File: src/rtl/ulpb_sleep_ctrl.sv
// Always-on power sequencer for one layer's power-gated bus/layer-controller domain.
// Sequences isolation, clock, reset and power switch in a fixed, timed order.
`ifndef IO_HOLD
`define IO_HOLD 1'b0
`endif
`ifndef IO_RELEASE
`define IO_RELEASE 1'b1
`endif

module ulpb_sleep_ctrl #(
  parameter logic HOLD        = `IO_HOLD,
  parameter logic RELEASE     = `IO_RELEASE,
  parameter int   STEP_CYCLES = 4,
  parameter int   CNT_WIDTH   = 4
) (
  input  logic CLK,
  input  logic RESETn,
  input  logic SLEEP_REQ,
  input  logic WAKEUP_REQ,
  output logic POWER_ON,
  output logic RELEASE_CLK,
  output logic RELEASE_RST,
  output logic RELEASE_ISO,
  output logic SLEEP_STATUS,
  output logic BUSY
);

  typedef enum logic [2:0] {
    SLEEP, UP_PWR, UP_CLK, UP_RST, ACTIVE, DN_ISO, DN_CLK, DN_RST
  } state_t;

  localparam logic [CNT_WIDTH-1:0] CNT_LOAD = CNT_WIDTH'(STEP_CYCLES - 1);

  state_t               state_q, state_d;
  logic [CNT_WIDTH-1:0] cnt_q, cnt_d;
  logic                 wake_pend_q, wake_pend_d;
  logic                 step_done;

  // Control vector {power, clk, rst, iso}; isolation is released last and held first.
  function automatic logic [3:0] ctrl_of(input state_t s);
    case (s)
      SLEEP:   return {HOLD,    HOLD,    HOLD,    HOLD};
      UP_PWR:  return {RELEASE, HOLD,    HOLD,    HOLD};
      UP_CLK:  return {RELEASE, RELEASE, HOLD,    HOLD};
      UP_RST:  return {RELEASE, RELEASE, RELEASE, HOLD};
      ACTIVE:  return {RELEASE, RELEASE, RELEASE, RELEASE};
      DN_ISO:  return {RELEASE, RELEASE, RELEASE, HOLD};
      DN_CLK:  return {RELEASE, HOLD,    RELEASE, HOLD};
      DN_RST:  return {RELEASE, HOLD,    HOLD,    HOLD};
      default: return {HOLD,    HOLD,    HOLD,    HOLD};
    endcase
  endfunction

  function automatic logic is_step(input state_t s);
    return (s != SLEEP) && (s != ACTIVE);
  endfunction

  assign step_done = (cnt_q == '0);

  always_comb begin
    state_d     = state_q;
    wake_pend_d = wake_pend_q;
    cnt_d       = step_done ? '0 : cnt_q - CNT_WIDTH'(1);
    case (state_q)
      SLEEP: begin
        if (WAKEUP_REQ || wake_pend_q) begin
          state_d     = UP_PWR;
          wake_pend_d = 1'b0;
        end
      end
      UP_PWR: if (step_done) state_d = UP_CLK;
      UP_CLK: if (step_done) state_d = UP_RST;
      UP_RST: if (step_done) state_d = ACTIVE;
      ACTIVE: if (SLEEP_REQ && !WAKEUP_REQ) state_d = DN_ISO;
      // A wake request never aborts power-down; it is remembered and served from SLEEP.
      DN_ISO: begin
        wake_pend_d = wake_pend_q | WAKEUP_REQ;
        if (step_done) state_d = DN_CLK;
      end
      DN_CLK: begin
        wake_pend_d = wake_pend_q | WAKEUP_REQ;
        if (step_done) state_d = DN_RST;
      end
      DN_RST: begin
        wake_pend_d = wake_pend_q | WAKEUP_REQ;
        if (step_done) state_d = SLEEP;
      end
      default: state_d = SLEEP;
    endcase
    if ((state_d != state_q) && is_step(state_d)) cnt_d = CNT_LOAD;
  end

  // State register; outputs are registered decodes of the next state so they stay glitch-free.
  always_ff @(posedge CLK or negedge RESETn) begin
    if (!RESETn) begin
      state_q      <= SLEEP;
      cnt_q        <= '0;
      wake_pend_q  <= 1'b0;
      POWER_ON     <= HOLD;
      RELEASE_CLK  <= HOLD;
      RELEASE_RST  <= HOLD;
      RELEASE_ISO  <= HOLD;
      SLEEP_STATUS <= 1'b1;
      BUSY         <= 1'b0;
    end else begin
      state_q      <= state_d;
      cnt_q        <= cnt_d;
      wake_pend_q  <= wake_pend_d;
      {POWER_ON, RELEASE_CLK, RELEASE_RST, RELEASE_ISO} <= ctrl_of(state_d);
      SLEEP_STATUS <= (state_d == SLEEP);
      BUSY         <= is_step(state_d);
    end
  end

endmodule
File: config.mk
export PLATFORM = sky130hd
export DESIGN_NAME = ulpb_sleep_ctrl
export DESIGN_NICKNAME = d
export VERILOG_FILES = /design/src/rtl/ulpb_sleep_ctrl.sv
export SDC_FILE = /design/constraint.sdc
export NUM_CORES = 1
export LEC_CHECK = 0
export BUFFER_PORTS_ARGS = -buffer_cell sky130_fd_sc_hd__clkbuf_2
export CAP_MARGIN = 10
export CORE_UTILIZATION = 40
export DETAILED_ROUTE_END_ITERATION = 10
export SLEW_MARGIN = 20
export SYNTH_ARGS = -nofsm -noshare
export SYNTH_HDL_FRONTEND = slang
export SYNTH_SLANG_ARGS = --single-unit
File: constraint.sdc
create_clock -name CLK -period 1.24 [get_ports CLK]
set_clock_uncertainty 0.05 [all_clocks]
set_input_delay 0.31 -clock CLK [delete_from_list [all_inputs] [get_ports CLK]]
set_output_delay 0.31 -clock CLK [all_outputs]
set_load 0.01 [all_outputs]
==> results.sh <==
export IMPL_status="finished with violations"
export IMPL_violations="setup timing"
export IMPL_via_count=489
export IMPL_critical_path_arrival_ns=1.41
export IMPL_core_area_um2=1510
export IMPL_grt_pass1_wl_um=1790
export IMPL_totalWireLength_um=1110
export IMPL_core_rowCount=14
export IMPL_worstMarginPinSlew_ns=0.337
export IMPL_powerDensity_nw_per_um2=2520
export IMPL_static_leakage_power_nw=0.403
export IMPL_synth_commonest_cells="dfrtp_1 (13), o21ai_0 (5), nand2_1 (4), xnor2_1 (4)"
export IMPL_critical_path_required_ns=1.33
export IMPL_synthTopCellsByArea="dfrtp_1 (51%), xnor2_1 (5.4%), dfstp_2 (4.1%), o21ai_0 (3.9%), nor4_4 (3.3%)"
export IMPL_cts_buffers=3
export IMPL_multi_input_area_um2=313
export IMPL_grt_usage=0.135
export IMPL_die_w_um=42.1
export IMPL_cp_end_kind="register"
export IMPL_cp_max_fo=5
export IMPL_vias_per_cell=4.94
export IMPL_tritoncts="yes"
export IMPL_drc=0
export IMPL_crit_start="cnt_q[0]"
export IMPL_seq_area_frac_synth=0.547
export IMPL_drv_slew=0
export IMPL_fin_total_pwr_mw=2.26
export IMPL_synth_edff_count=0
export IMPL_path_cells="nor4_4 -> buf_4 -> nand2b_1 -> o211ai_1"
export IMPL_finalSetupViolCount=8
export IMPL_worst_path_stages=4
export IMPL_areaGrowthSynthToFinish_pct=39.3
export IMPL_critPathKind="reg2reg"
export IMPL_syn_num_nets=60
export IMPL_grt_max_degree=15
export IMPL_regArea_um2=352
export IMPL_whs_ns=0.330
export IMPL_cts_sinks=14
export IMPL_firstDrtPassIters=2
export IMPL_grt_pass1_vias=431
export IMPL_yosysTopAreaCell="dfrtp_1"
export IMPL_postRouteAntennaNets=0
export IMPL_cp_num_buf_inv=1
export IMPL_cp_slowest_stage_delay_ns=0.41
export IMPL_cpMaxStageDelayCell="dfrtp_1"
export IMPL_die_area_um2=1770
export IMPL_synth_top_cell_area_share=0.506
export IMPL_io_pins=10
export IMPL_syn_inst=56
export IMPL_cpLargestDelayFamily="simple AND/OR/NAND/NOR gates"
export IMPL_setup_tns_ns=-0.274
export IMPL_diodes=0
export IMPL_ys_warn_count=0
export IMPL_regToRegSetupSlack_ns=-0.08
export IMPL_post_route_period_util=1.07
export IMPL_fin_nets=88
export IMPL_fp_dieH_um=42.1
export IMPL_maxCapViolCount=0
export IMPL_setup_slack_ns=-0.0830
export IMPL_ys_ff_latch=14
export IMPL_synth_flop_cell="dfrtp_1"
export IMPL_place_hpwl_um=786
export IMPL_numPortBuffers=9
export IMPL_r2r_start="cnt_q[0]"
export IMPL_drive_above_1_share=0.506
export IMPL_root_buffer="clkbuf_4"
export IMPL_hold_viol=0
export IMPL_synth_avg_cell_area_um2=11.5
export IMPL_drtIter0Drc=1
export IMPL_async_flop_share=1.00
export IMPL_fmax_mhz=756
export IMPL_reg2reg_depth=4
export IMPL_post_drt_wl_per_cell_um=11.2
export IMPL_rsz0062_at_grt="true"
export IMPL_start_util=0.427
export IMPL_min_period_ns=1.32
export IMPL_relSlewSlack=0.776
export IMPL_htree_levels=1
export IMPL_place_gp_congestion=0.686
export IMPL_r2r_end="state_q[0]"
export IMPL_fill_cells=132
export IMPL_ir_worst_vdd_v=0.00159
export IMPL_worstSkewPairLatency_ns=0.27
export IMPL_grt_ovfl_total=0
export IMPL_synth_cell_types=28
export IMPL_endpoint="state_q[0]"
export IMPL_antenna_found_initial=0
export IMPL_holdCritPathClass="in2reg"
export IMPL_critPathLaunchType="register"
export IMPL_synth_area_um2=643
export IMPL_path_clk_slew_ns=0.09
export IMPL_synth_most_common_cell="dfrtp_1"
export IMPL_clockBufferDepth=2
[how the worst min path moves through the flow]
stage | startpoint | end | slack, ns | cells after the start
6_report | WAKEUP_REQ | wake_pend_q | 0.33 | 3
5_1_grt | WAKEUP_REQ | wake_pend_q | 0.33 | 3
4_1_cts | WAKEUP_REQ | wake_pend_q | 0.32 | 3
3_5_place_dp | RESETn | RELEASE_ISO | 0.17 | 1
3_3_place_gp | RESETn | RELEASE_RST | 0.18 | 1
2_1_floorplan | RESETn | BUSY | -0.04 | 0
[timing repair]
| action | 4_1_cts | 5_1_grt |
|---|---|---|
| hold endpoints to repair | 13 | 0 |
| gates resized for setup | 1 | 13 |
| setup endpoints to repair | 9 | 14 |
| pin swaps | 0 | 1 |
| buffers inserted | 0 | 1 |
| hold buffers | 1 | 0 |
[placed cells by master, fill, tap and decap left out]
cell type / instances
a211o_4: 1
a21boi_1: 1
a21boi_2: 1
a21o_1: 1
a21oi_1: 2
a21oi_2: 1
and3_4: 1
buf_4: 16
buf_6: 1
clkbuf_1: 1
clkbuf_2: 8
clkbuf_4: 3
dfrtp_1: 13
dfstp_2: 1
dlygate4sd3_1: 1
inv_1: 1
nand2_1: 3
nand2_2: 1
nand2b_1: 2
nand3_1: 2
nand3_4: 1
nand3b_1: 1
nor2_1: 2
nor3_2: 1
nor4_4: 1
nor4b_2: 1
o211ai_1: 1
o21ai_0: 2
o21ai_1: 1
o21ai_2: 2
o2bb2ai_1: 1
o311a_2: 1
o31ai_1: 1
or2_4: 1
xnor2_1: 4
xor2_1: 1
[through the flow]
| step | worst slack, ns | cell area, µm² | util | cells |
|---|---|---|---|---|
| global route | -0.121 | 896 | 0.595 | 99 |
| detailed placement | -0.0451 | 810 | 0.537 | 93 |
| global placement | -0.0406 | 810 | 0.537 | 93 |
| floorplan | -0.0831 | 656 | - | 56 |
| finish | -0.0830 | 896 | 0.595 | 99 |
| CTS | -0.0770 | 846 | 0.561 | 98 |
[routing by layer]
layer / track usage / routed length (µm) / vias to the layer above
li1: - / - / 252
met1: 0.172 / 509 / 228
met2: 0.206 / 555 / 7
met3: 0.0388 / 35 / 2
met4: 0.0750 / 10 / 0
met5: 0 / 0 / -
[layout make-up]
type / count / area share
clock buffer: 4 / 0.0293
inverter: 1 / 0.00419
multi-input combinational: 38 / 0.349
sequential: 14 / 0.392
timing repair buffer: 26 / 0.203
tap: 16 / 0.0223
[state kept, by name, indices dropped and copies added, names as in the netlist]
name	count
RELEASE_ISO	1
SLEEP_STATUS	1
POWER_ON	1
wake_pend_q	1
RELEASE_RST	1
cnt_q	4
RELEASE_CLK	1
state_q	3
BUSY	1
[logic make-up (layout without fill, tap and decap cells)]
| group | count (synthesis) | count (layout) | synth area share |
|---|---|---|---|
| AO/OA/AOI/OAI | 16 | 16 | 0.173 |
| XOR/XNOR | 5 | 5 | 0.0681 |
| AND/OR/NAND/NOR | 17 | 17 | 0.169 |
| flip-flops | 14 | 14 | 0.547 |
| buffers and inverters | 4 | 31 | 0.0428 |
[where the power goes]
part           internal (mW)  switching (mW)
clock                  0.124           0.137
sequential             0.646           0.104
combinational          0.667           0.582
[tightest hold or removal path, stage by stage]
cell,delay (ns)
clkbuf_2,0.10
a21oi_1,0.06
o2bb2ai_1,0.14
Power figures use the tool's default switching activity.
